File: src/rtl/countdown_pkg.sv
// countdown_pkg: shared types and defaults for the countdown controller.
//   state_e   - controller FSM state encoding
//   CD_WIDTH  - default counter width
//   CD_REP_W  - default repeat-count width
package countdown_pkg;

    localparam int CD_WIDTH = 4;
    localparam int CD_REP_W = 4;

    typedef enum logic [1:0] {
        IDLE  = 2'b00,
        RUN   = 2'b01,
        PAUSE = 2'b10,
        DONE  = 2'b11
    } state_e;

endpackage

File: src/rtl/load_down_counter.sv
// load_down_counter: loadable down-counter with enable.
//   clk, rst - clock, async active-high reset (q -> 0)
//   load, d  - synchronous load of d (load wins over en)
//   en       - decrement by one when high
//   q        - current value
//   zero     - q == 0
module load_down_counter
    import countdown_pkg::*;
#(
    parameter int WIDTH = CD_WIDTH
) (
    input  logic             clk,
    input  logic             rst,
    input  logic             load,
    input  logic             en,
    input  logic [WIDTH-1:0] d,
    output logic [WIDTH-1:0] q,
    output logic             zero
);

    logic [WIDTH-1:0] q_q;

    always_ff @(posedge clk or posedge rst) begin
        if (rst)       q_q <= '0;
        else if (load) q_q <= d;
        else if (en)   q_q <= q_q - WIDTH'(1);
    end

    assign q    = q_q;
    assign zero = (q_q == '0);

endmodule

File: src/rtl/countdown_controller.sv
// countdown_controller: sequences a loadable down-counter through one or
// more count-to-zero passes with pause/abort control.
//   clk, rst   - clock, async active-high reset
//   start      - run request, honoured only in IDLE or DONE
//   load_val   - start value, captured on accepted start
//   reps       - extra passes after the first, captured on accepted start
//   pause      - level; holds the count while high
//   abort      - level; forces IDLE, highest priority
//   count      - current counter value
//   busy       - high in RUN or PAUSE
//   tc         - one-cycle pulse per pass reaching terminal count
//   done       - high while in DONE
//   reps_left  - remaining reloads
module countdown_controller
    import countdown_pkg::*;
#(
    parameter int WIDTH = CD_WIDTH,
    parameter int REP_W = CD_REP_W
) (
    input  logic             clk,
    input  logic             rst,
    input  logic             start,
    input  logic [WIDTH-1:0] load_val,
    input  logic [REP_W-1:0] reps,
    input  logic             pause,
    input  logic             abort,
    output logic [WIDTH-1:0] count,
    output logic             busy,
    output logic             tc,
    output logic             done,
    output logic [REP_W-1:0] reps_left
);

    state_e           state_q, state_d;
    logic [WIDTH-1:0] ld_q, ld_d;
    logic [REP_W-1:0] reps_q, reps_d;
    logic             tc_q, tc_d;
    logic             busy_q, busy_d;
    logic             done_q, done_d;

    logic             cnt_load, cnt_en, cnt_zero;
    logic [WIDTH-1:0] cnt_d, cnt_q;

    load_down_counter #(.WIDTH(WIDTH)) u_cnt (
        .clk  (clk),
        .rst  (rst),
        .load (cnt_load),
        .en   (cnt_en),
        .d    (cnt_d),
        .q    (cnt_q),
        .zero (cnt_zero)
    );

    always_ff @(posedge clk or posedge rst) begin
        if (rst) begin
            state_q <= IDLE;
            ld_q    <= '0;
            reps_q  <= '0;
            tc_q    <= 1'b0;
            busy_q  <= 1'b0;
            done_q  <= 1'b0;
        end else begin
            state_q <= state_d;
            ld_q    <= ld_d;
            reps_q  <= reps_d;
            tc_q    <= tc_d;
            busy_q  <= busy_d;
            done_q  <= done_d;
        end
    end

    always_comb begin
        state_d  = state_q;
        ld_d     = ld_q;
        reps_d   = reps_q;
        tc_d     = 1'b0;
        cnt_load = 1'b0;
        cnt_en   = 1'b0;
        cnt_d    = ld_q;

        if (abort) begin
            // Clear through the counter's load path rather than its reset.
            state_d  = IDLE;
            reps_d   = '0;
            cnt_load = 1'b1;
            cnt_d    = '0;
        end else begin
            unique case (state_q)
                IDLE, DONE: begin
                    if (start) begin
                        state_d  = RUN;
                        ld_d     = load_val;
                        reps_d   = reps;
                        cnt_load = 1'b1;
                        cnt_d    = load_val;
                    end
                end
                RUN: begin
                    if (pause) begin
                        state_d = PAUSE;
                    end else if (!cnt_zero) begin
                        cnt_en = 1'b1;
                    end else begin
                        // Terminal edge: reload for another pass or finish.
                        tc_d = 1'b1;
                        if (reps_q != '0) begin
                            reps_d   = reps_q - REP_W'(1);
                            cnt_load = 1'b1;
                        end else begin
                            state_d = DONE;
                        end
                    end
                end
                PAUSE: begin
                    // Exit costs one cycle: count is held on the resume edge.
                    if (!pause) state_d = RUN;
                end
                default: state_d = IDLE;
            endcase
        end

        busy_d = (state_d == RUN) || (state_d == PAUSE);
        done_d = (state_d == DONE);
    end

    assign count     = cnt_q;
    assign busy      = busy_q;
    assign tc        = tc_q;
    assign done      = done_q;
    assign reps_left = reps_q;

endmodule

File: config.mk
export PLATFORM = sky130hd
export DESIGN_NAME = countdown_controller
export DESIGN_NICKNAME = d
export VERILOG_FILES = /design/src/rtl/countdown_pkg.sv /design/src/rtl/load_down_counter.sv /design/src/rtl/countdown_controller.sv
export SDC_FILE = /design/constraint.sdc
export NUM_CORES = 1
export LEC_CHECK = 0
export ABC_AREA = 1
export ABC_CLOCK_PERIOD_IN_PS = 1780
export BUFFER_PORTS_ARGS = -buffer_cell sky130_fd_sc_hd__clkbuf_2
export CAP_MARGIN = 15
export CORE_UTILIZATION = 56
export CTS_BUF_LIST = sky130_fd_sc_hd__clkbuf_4
export DETAILED_ROUTE_END_ITERATION = 8
export PLACE_DENSITY = 0.83
export SLEW_MARGIN = 25
export SYNTH_ARGS = -nofsm -noshare
export SYNTH_HDL_FRONTEND = slang
export SYNTH_SLANG_ARGS = --single-unit
File: constraint.sdc
create_clock -name clk -period 1.78 [get_ports clk]
set_input_delay 0.089 -clock clk [delete_from_list [all_inputs] [get_ports clk]]
set_output_delay 0.089 -clock clk [all_outputs]
set_load 0.01 [all_outputs]
## Word level (Yosys, flattened, before mapping)

Cells that the tools add are included.

| word-level totals | value |
|---|---|
| memory bits (read-only) | 0 |
| bits in latches | 0 |
| word-level logic and storage cells | 59 |
| bits of input ports | 13 |
| memories | 0 |
| memory bits (writable) | 0 |
| register bits after elaboration | 17 |

| operators by class | value |
|---|---|
| shift operators | 0 |
| multipliers | 0 |
| bitwise operators | 0 |
| $add $sub $neg | 2 |
| magnitude comparators | 0 |
| div/mod/pow operators | 0 |
| eq/ne operators | 10 |
| reductions and logical operators | 8 |
| multiplexer cells | 32 |

Operators with widths:

| kind | count |
|---|---|
| 2-to-1 mux 4 bit | 10 |
| 2-to-1 mux 1 bit | 13 |
| 2-to-1 mux 2 bit | 6 |
| inequality test 3 bit (second input constant) | 4 |
| equality test 2 bit (second input constant) | 4 |
| case mux 4 bit (2 select lines) | 1 |
| subtractor 4 x 1 -> 4 bit (second input constant) | 2 |
| case mux 2 bit (3 select lines) | 1 |
| AND reduction 5 bit | 1 |
| equality test 2 x 1 -> 1 bit (second input constant) | 2 |
| logical NOT 4 bit | 1 |
| nonzero test 4 bit | 1 |
| nonzero test 3 bit | 1 |
| logical NOT 2 bit | 1 |
| case mux 1 bit (2 select lines) | 1 |
| nonzero test 2 bit | 1 |
| OR reduction 2 bit | 1 |
| logical OR 1 bit | 1 |

## Depth between registers and ports, before layout

Gate-level depths: netlist of run 1.

| logic depth | value |
|---|---|
| depth in word-level cells | 8 |
| gate-level depth with buffers | 12 |
| gate-level depth less buffers | 11 |

## By module

From an unflattened synthesis of run 1, not the netlist that was laid out.

| unflattened totals | value |
|---|---|
| cell total of the unflattened synthesis | 140 |
| area total of the unflattened synthesis | 1054.8 um2 |

By module, submodules not included:

| module | instances | area each (um2) | cells each | seq. area each (um2) |
|---|---|---|---|---|
| countdown_controller | 1 | 814.5 | 106 | 325.3 |
| load_down_counter | 1 | 240.2 | 34 | 100.1 |

## Worst setup path after synthesis of run 1

Ideal clock, no wire load.

| timing path | value |
|---|---|
| path type | register to register |
| start point | reg u_cnt.q_q[0] (netlist: u_cnt.q[0]) |
| end point | reg busy_q (netlist: busy) |
| data arrival time | 1.523 ns |
| buffers on the path | 0 |
| data required time | 1.654 ns |
| setup slack | 0.131 ns |
| setup time | 0.126 ns |
| cell stages (with the launch flop) | 10 |
| cell sequence | dfrtp_1 > inv_1 > ha_1 > nand3_1 > nor2_1 > o21ai_0 > nand2_1 > nor2_1 > nor3_1 > ha_1 |

| on the way | value |
|---|---|
| cells in the longest elaborated chain, start to end | 7 |
| elaborated cells on any way between the ends | 8 |
| classes of those cells | eq/ne: 2; mux: 4; reduce/logical: 2 |

Ends and longest elaborated chain:

| element | line | text |
|---|---|---|
| from (decl) | load_down_counter.sv:21 | `logic [WIDTH-1:0] q_q;` |
| from (signal assigned) | load_down_counter.sv:26 | `else if (en) q_q <= q_q - WIDTH'(1);` |
| logical NOT 4 bit (*) | load_down_counter.sv:30 | `assign zero = (q_q == '0);` |
| 2-to-1 mux 2 bit (*) | countdown_controller.sv:101 | `end else if (!cnt_zero) begin` |
| 2-to-1 mux 2 bit (*) | countdown_controller.sv:99 | `if (pause) begin` |
| case mux 2 bit (3 select lines) (*) | countdown_controller.sv:88 | `unique case (state_q)` |
| 2-to-1 mux 2 bit (*) | countdown_controller.sv:81 | `if (abort) begin` |
| named net state_d[0] | countdown_controller.sv:34 | `state_e state_q, state_d;` |
| equality test 2 x 1 -> 1 bit or equality test 2 bit (tied branches) | countdown_controller.sv:122 | `busy_d = (state_d == RUN) \|\| (state_d == PAUSE);` |
| logical OR 1 bit (*) | countdown_controller.sv:122 |  |
| named net busy_d | countdown_controller.sv:38 | `logic busy_q, busy_d;` |
| to (signal assigned) | countdown_controller.sv:67 | `busy_q <= busy_d;` |
| to (decl) | countdown_controller.sv:38 |  |

The timed path passes the listed nets; every way through them passes the cells marked *.
A chain may end at the register's enable or synchronous reset.

## Final worst setup path of run 1

| timing path | value |
|---|---|
| start point | reg state_q[0] |
| end point | reg busy_q (netlist: busy) |

| on the way | value |
|---|---|
| elaborated cells on any way between the ends | 15 |
| classes of those cells | eq/ne: 5; mux: 7; reduce/logical: 3 |

RTL lines:

| element | line | text |
|---|---|---|
| from (decl) | countdown_controller.sv:34 |  |
| from (signal assigned) | countdown_controller.sv:63 | `state_q <= state_d;` |
| equality test 2 bit or logical NOT 2 bit (tied branches) | countdown_controller.sv:88 |  |
| OR reduction 2 bit | countdown_controller.sv:88 |  |
| case mux 2 bit (3 select lines) (*) | countdown_controller.sv:88 |  |
| 2-to-1 mux 2 bit (*) | countdown_controller.sv:81 |  |
| named net state_d[1] | countdown_controller.sv:34 |  |
| equality test 2 x 1 -> 1 bit or equality test 2 bit (tied branches) | countdown_controller.sv:122 |  |
| logical OR 1 bit (*) | countdown_controller.sv:122 |  |
| named net busy_d | countdown_controller.sv:38 |  |

Marks and branches as above.

==> run metrics, run 1 <==
Nets between 150 and 200; Root Buffer clkbuf_4; startpoint types register; IO Count 24; Initial Util about 63%; asr flop ratio synth between 90% and 100%; gr ovfl total 0; global-route wire length before repair about 3500 µm; max-slew violation count 0; mux share of post-synthesis cell area 0%; wire per inst 11.9 µm; CORE AREA around 1800 µm²; Chip Height about 47 µm; Slew headroom 57.3%; Critical Path RT 1.95 ns; Synth Flop Type dfrtp_1; CTS clk-pin slew, worst paths 0.10 ns; DR pass1 iterations 4; Core Util, Final between 70 and 80%; final WL about 2300 µm; Syn Area/Cell a little under 8 µm²; Clock Path Buffers 2; share of the yosys chip area belonging to registers between 30 and 40%; post-synthesis net count 163; CP Max Fanout 5; Mapped Cells about 140; status completed; gpl congestion around 0.93; FF+latch count, synth 17; hpwl dp approximately 1700 µm; P&R area growth vs syn 19.3%; DR WL met3 around 98 µm; yosys warns 0; fmax around 580 MHz; placed inst area about 1300 µm²; drt drc 0; LEAKAGE 0.686 nW; minimum clock period 1.73 ns; Sink Count 17; die area 2210 µm²; Layout fillers roughly 140; Post-Synth XOR/XNOR Area under 10%; DR top layer met4; # setup viols final 0; adder-cell share of the synthesized area 7.73%; later-pin clock latency in the skew report 0.28 ns; ant diodes 0; final instance area 1350 µm²; Crit Path Class reg2reg; initial antenna violation count 0; layout cells sized above 1 a little under a third; RSZ-0062 raised after global routing true; pwr/cell area between 1000 and 1500 nW/µm²; number of distinct library cells after synthesis 26; number of global-route vias before repair ~840; Max VDD drop around 0.7 mV; Final Cycle Share 97.1%; drt via density ~5.2; EDFF count, synth 0; clock skew 0.00347 ns; num rows 15; Num CTS Buffers 3; largest net degree at the start of global routing 18; crit path DAT around 1.9 ns; CTS tree yes; Mapped Area between 1000 and 1500 µm²; die width ~47 µm; gr usage total 22.3%; vias after detailed routing 1021; final setup TNS 0 ns; Simple-Gate Fraction of Synth Area 31.3%; main combinational cell family by area after synthesis simple AND/OR/NAND/NOR gates; H-tree levels 1; Compound-Gate Fraction of Synth Area a little over an eighth; Max-Cap Viols 0; DRT iter0 DRCs 25; Min-Delay Path Class in2reg; Fin. Hold Viols 0; routed wl met2 between 1000 and 1500 µm; M1 WL around 1000 µm; Slew @ Worst Pin approximately 0.64 ns; CP endpoint kind register; IO Port Bufs 23; Routed Antenna Nets 0
## final timing paths
kind                       startpoint    endpoint  slack [ns]  cells past startpoint
setup / recovery           state_q[0]        busy        0.05                      7
hold / removal                  pause          tc        0.06                      2
setup reg to reg           state_q[0]        busy        0.05                      7
hold reg to reg               ld_q[2]     ld_q[2]        0.51                      2
max in group asynchronous         rst  state_q[1]        0.95                      3
min in group asynchronous         rst     ld_q[0]        0.41                      3
## cells by family after synthesis
kind of cell             Yosys count
XOR/XNOR                           3
buffers and inverters             21
AO/OA/AOI/OAI                     25
flip-flops                        17
AND/OR/NAND/NOR                   70
adder cells (fa/ha/maj)            7
## sequential cells by signal, summed over array words and instances, names as in the netlist
register	cells
ld_q	4
reps_left	4
done	1
state_q	2
busy	1
tc	1
u_cnt.q	4
## critical path, cell delays in order (launching register included)
cell	delay [ns]
dfrtp_1	0.42
inv_1	0.10
ha_2	0.40
a21oi_1	0.06
o21ai_0	0.15
nand3_1	0.10
a21oi_2	0.15
ha_1	0.24
## cells in the final DEF (no fill, tap or decap), types with 3 or more instances in the layout
cell	count
dfrtp_1	17
buf_4	3
nand4_1	5
inv_1	12
clkbuf_4	4
nand2_1	32
nand2_2	3
o31ai_1	3
ha_1	5
nand3_1	8
inv_2	5
o21ai_0	16
nor2_1	10
nand3_2	3
clkbuf_2	23
## layer usage
layer  up-vias  GRT usage, %
met5         -             0
met4         0          5.14
met3         2          2.31
met2        27          38.9
li1        530             -
met1       462          29.7
## synth_stat cells, types with 2 or more instances
master	count	area share [%]
inv_2	2	0.66
dfrtp_1	17	38
o31ai_1	3	2.0
nand2_2	3	1.7
nand3_1	9	4.0
buf_2	2	0.88
nand4_1	5	2.8
xor2_1	2	1.5
nor3_1	2	0.88
nand2_4	2	2.0
nor2_4	2	2.0
a21oi_1	2	0.88
nor2_1	11	3.6
nand2_1	32	11
inv_1	15	5.0
o21ai_0	17	7.5
nand3_2	2	1.8
ha_1	7	7.7
## report_power, final
part	internal, mW	switching (mW)	leakage [nW]
Sequential	0.474	0.0889	0.219
Clock	0.102	0.117	0.0184
Combinational	0.312	0.457	0.448
## cell type report
class | instances | area [µm²] | share of cell area [%]
multi-input combinational | 105 | 648 | 47.9
tap | 25 | 31.3 | 2.31
inverter | 18 | 70.1 | 5.18
clock buffer | 4 | 30.0 | 2.22
timing repair buffer | 27 | 148 | 10.9
sequential | 17 | 425 | 31.5
## repair_timing
action | CTS | global route
setup buffers | 0 | 0
setup endpoints to repair | 1 | 5
resized for setup | 1 | 10
endpoints found under the hold margin | 17 | 0
hold buffers | 1 | 0
## stage by stage
step	total power, mW	setup WS (ns)	hold slack [ns]	cells
2_1_floorplan	1.08	0.131	0.0151	143
3_3_place_gp	1.25	0.0827	0.180	191
3_5_place_dp	1.27	-0.0236	0.197	191
4_1_cts	1.50	0.0206	0.0524	196
5_1_grt	1.69	-0.0267	0.0596	196
6_report	1.55	0.0508	0.0572	196
Note: power is estimated with default switching activity, not from simulation.
==> run 2, diff against run 1 <==
Settings changed: CORE_UTILIZATION 56 to 48, PLACE_DENSITY 0.83 to 0.73.
==> run metrics, run 2 (same netlist as run 1, synthesis figures left out) <==
CORE AREA 2210 µm²; gpl congestion roughly 0.85; Root Buffer clkbuf_4; min-delay src pause; Core Util, Final 63.3%; IO Port Bufs 23; CP Buf/Inv Count 1; # setup viols final 0; placed inst area ~1300 µm²; Final Power between 1.5 and 2 mW; global-route wire length before repair slightly above 4000 µm; slowest stage delay, CP between 0.4 and 0.5 ns; drt drc 0; final setup TNS 0 ns; final WL 2300 µm; status completed; clock skew roughly 0.0035 ns; wire per inst about 11 µm; Min-Delay Path Class in2reg; hpwl dp 1700 µm; Layout fillers roughly 200; reg2reg start u_cnt.q[0]; reg-to-reg setup timing slack a little under 0.09 ns; gr ovfl total 0; CP Max Fanout 3; minimum clock period approximately 1.7 ns; Critical Path RT approximately 2.0 ns; Routed Antenna Nets 0; most common cell after layout, fill and taps aside nand2_1; worst hold path depth 2; PnR worst setup slack around 0.090 ns; drt via density 5.11; Clock Path Buffers 2; vias after detailed routing 1052; RR Endpoint busy; H-tree levels 1; Fin. Hold Viols 0; num rows 17; largest net degree at the start of global routing 18; crit path launch u_cnt.q[0]; Max-Cap Viols 0; Nets ~200; DR pass1 iterations 4; Slew headroom approximately 58%; Crit Path Class reg2reg; gr usage total 21.3%; layout cells sized above 1 a little over a third; pre-CTS setup slack roughly 0.053 ns; die area about 2600 µm²; DRT iter0 DRCs 11; max-slew violation count 0; initial antenna violation count 0; Num CTS Buffers 3; Max VDD drop roughly 0.6 mV; P&R area growth vs syn 23.6%; ant diodes 0; final instance area 1400 µm²; number of global-route vias before repair 1009; die width around 50 µm; fmax about 590 MHz; Hold EP tc; LEAKAGE a little over 0.7 nW; CP endpoint kind register; pwr/cell area ~1100 nW/µm²; Final Cycle Share between 90 and 100%; later-pin clock latency in the skew report just under 0.3 ns; slowest CP cell dfrtp_1; Initial Util between 50% and 60%; Chip Height slightly above 50 µm; startpoint types register; Slew @ Worst Pin roughly 0.63 ns; Top delay family on crit path simple AND/OR/NAND/NOR gates; IO Count 24; R2R cell count 9; Sink Count 17; CTS tree yes; CTS clk-pin slew, worst paths roughly 0.1 ns; CP cell instances inv_2, ha_2, nand3_2, nor2_2, o21ai_1, nand2_1, nor2_1, nor3_2, ha_1; most frequent cells in the layout 32 x nand2_1, 23 x clkbuf_2, 17 x dfrtp_1; crit path DAT around 1.9 ns
[run 2: cell count changes in the layout (fill, tap and decap cells not counted), sizes merged]
cell	before	now
buf	3	10
[run 2: how the worst max path moves through the flow]
| stage | to | slack, ns | depth (start not counted) |
|---|---|---|---|
| 5_1_grt | busy | -0.02 | 9 |
| 3_3_place_gp | busy | 0.11 | 9 |
| 4_1_cts | busy | 0.07 | 9 |
| 3_5_place_dp | busy | 0.05 | 9 |
| 2_1_floorplan | busy | 0.13 | 9 |
| 6_report | busy | 0.09 | 9 |
[run 2: what timing repair did]
action                                  4_1_cts  5_1_grt
pin swaps                                     0        2
hold endpoints to repair                     17        0
hold buffers                                  1        0
endpoints found under the setup margin        1        1
resized for setup                             1       11
setup buffers                                 0        5
[run 2: per-stage QoR]
stage                     hold slack (ns)  cells
after CTS                          0.0590    201
after detailed placement            0.195    196
after floorplan                    0.0151    143
after global routing               0.0771    206
final                              0.0614    206
after global placement              0.192    196
[run 2: area by class of cell]
type | instances | area (µm²) | share of cell area (%)
multi-input combinational | 105 | 641 | 45.7
timing repair buffer | 34 | 200 | 14.3
sequential | 17 | 425 | 30.4
inverter | 18 | 70.1 | 5.00
clock buffer | 4 | 30.0 | 2.14
tap | 28 | 35.0 | 2.50
[run 2: per-layer routing]
layer | global-route usage (%) | part of all wire, %
met1 | 27.2 | 49
met2 | 36.2 | 47
met3 | 3.64 | 2.9
met4 | 6.94 | 1.0
met5 | 0 | 0
[run 2: power breakdown]
part	switching, mW	internal, mW
combinational	0.455	0.348
clock	0.127	0.103
sequential	0.0838	0.474
total	0.665	0.924
==> run 3, diff against run 2 <==
Settings changed: CORE_MARGIN set to 10.
==> run metrics, run 3 (same netlist as run 1, synthesis figures left out) <==
DR pass1 iterations 4; Final Cycle Share between 90% and 100%; Nets roughly 200; P&R area growth vs syn 19.6%; Sink Count 17; H-tree levels 1; Root Buffer clkbuf_4; Max-Cap Viols 0; later-pin clock latency in the skew report 0.30 ns; Min-Delay Path Class in2reg; crit path launch state_q[1]; PnR worst setup slack between 0.1 and 0.15 ns; clock skew approximately 0.0056 ns; largest net degree at the start of global routing 18; Slew headroom between 50% and 60%; startpoint types register; Max VDD drop about 0.61 mV; IO Port Bufs 23; min-delay src pause; DRT iter0 DRCs 61; number of global-route vias before repair roughly 1000; Hold WS between 0.05 and 0.06 ns; gpl congestion roughly 0.86; final WL between 2000 and 3000 µm; vias after detailed routing approximately 1100; most common cell after layout, fill and taps aside nand2_1; CP Max Fanout 5; Routed Antenna Nets 0; Initial Util between 50% and 60%; gr ovfl total 0; ant diodes 0; # setup viols final 0; layout cells sized above 1 between 20 and 30%; wire per inst between 10 and 15 µm; Critical Path RT ~2.0 ns; CTS tree yes; minimum clock period around 1.6 ns; status completed; pre-CTS setup slack about 0.064 ns; gr usage total 12.3%; fmax 607 MHz; max-slew violation count 0; reg2reg start state_q[1]; Fin. Hold Viols 0; crit path DAT 1.84 ns; hpwl dp about 2000 µm; Num CTS Buffers 3; CP endpoint kind register; die area 4710 µm²; num rows 17; CTS clk-pin slew, worst paths ~0.11 ns; Final Power between 1.5 and 2 mW; LEAKAGE 0.699 nW; IO Count 24; CORE AREA 2230 µm²; Slew @ Worst Pin ~0.66 ns; drt via density between 5 and 6; global-route wire length before repair between 4000 and 5000 µm; Crit Path Class reg2reg; pwr/cell area roughly 1100 nW/µm²; Layout fillers roughly 200; drt drc 0; Clock Path Buffers 2; die width 68.6 µm; most frequent cells in the layout 32 x nand2_1, 23 x clkbuf_2, 17 x o21ai_0, 17 x dfrtp_1, 14 x inv_1; Chip Height 68.6 µm; initial antenna violation count 0
==> run 3: cell types whose count changed in the layout (fill, tap and decap cells not counted), sizes merged <==
cell | before | now
clkbuf | 27 | 26
buf | 10 | 6
clkinv | 0 | 1
==> run 3: repair_timing <==
action,in CTS,in global routing
hold buffers,1,0
buffers inserted,0,1
resized for setup,0,4
endpoints found under the setup margin,0,1
endpoints found under the hold margin,17,0
==> run 3: power breakdown <==
part | internal [mW] | switching [mW] | total [mW]
Combinational | 0.314 | 0.445 | 0.760
Clock | 0.0838 | 0.130 | 0.214
Sequential | 0.474 | 0.0811 | 0.555
==> run 3: cell type report <==
| class | instances | area (µm²) | area share, % |
|---|---|---|---|
| clock buffer | 3 | 22.5 | 1.66 |
| clock inverter | 1 | 5.00 | 0.369 |
| tap | 28 | 35.0 | 2.58 |
| sequential | 17 | 425 | 31.4 |
| timing repair buffer | 30 | 170 | 12.5 |
| multi-input combinational | 105 | 628 | 46.3 |
| inverter | 18 | 70.1 | 5.17 |
==> run 3: routing by layer <==
layer	global-route usage [%]	wire, µm
met2	20.7	1220
met4	5.78	47
met5	0	0
met1	13.9	1130
met3	3.54	176
==> run 3: stage by stage <==
| step | utilization (%) | TNS [ns] | area, µm² | std cells |
|---|---|---|---|---|
| 2_1_floorplan | - | 0 | 1130 | 143 |
| 3_3_place_gp | 58.2 | 0 | 1300 | 196 |
| 3_5_place_dp | 58.2 | 0 | 1300 | 196 |
| 4_1_cts | 59.9 | 0 | 1340 | 201 |
| 5_1_grt | 60.7 | -0.00186 | 1360 | 202 |
| 6_report | 60.7 | 0 | 1360 | 202 |
==> run 3: final timing paths <==
path                       endpoint  slack (ns)  depth (start not counted)
max in group asynchronous        tc        0.96                          3
setup / recovery               busy        0.13                          6
hold / removal                   tc        0.06                          2
hold reg to reg             ld_q[0]        0.50                          2
min in group asynchronous   ld_q[1]        0.40                          3
setup reg to reg               busy        0.13                          6
==> run 3: worst max-delay path: stages (launching register included) <==
cell	delay, ns
dfrtp_1	0.42
ha_1	0.40
a21oi_1	0.05
o21ai_0	0.16
nand3_1	0.11
a21oi_2	0.16
ha_1	0.25
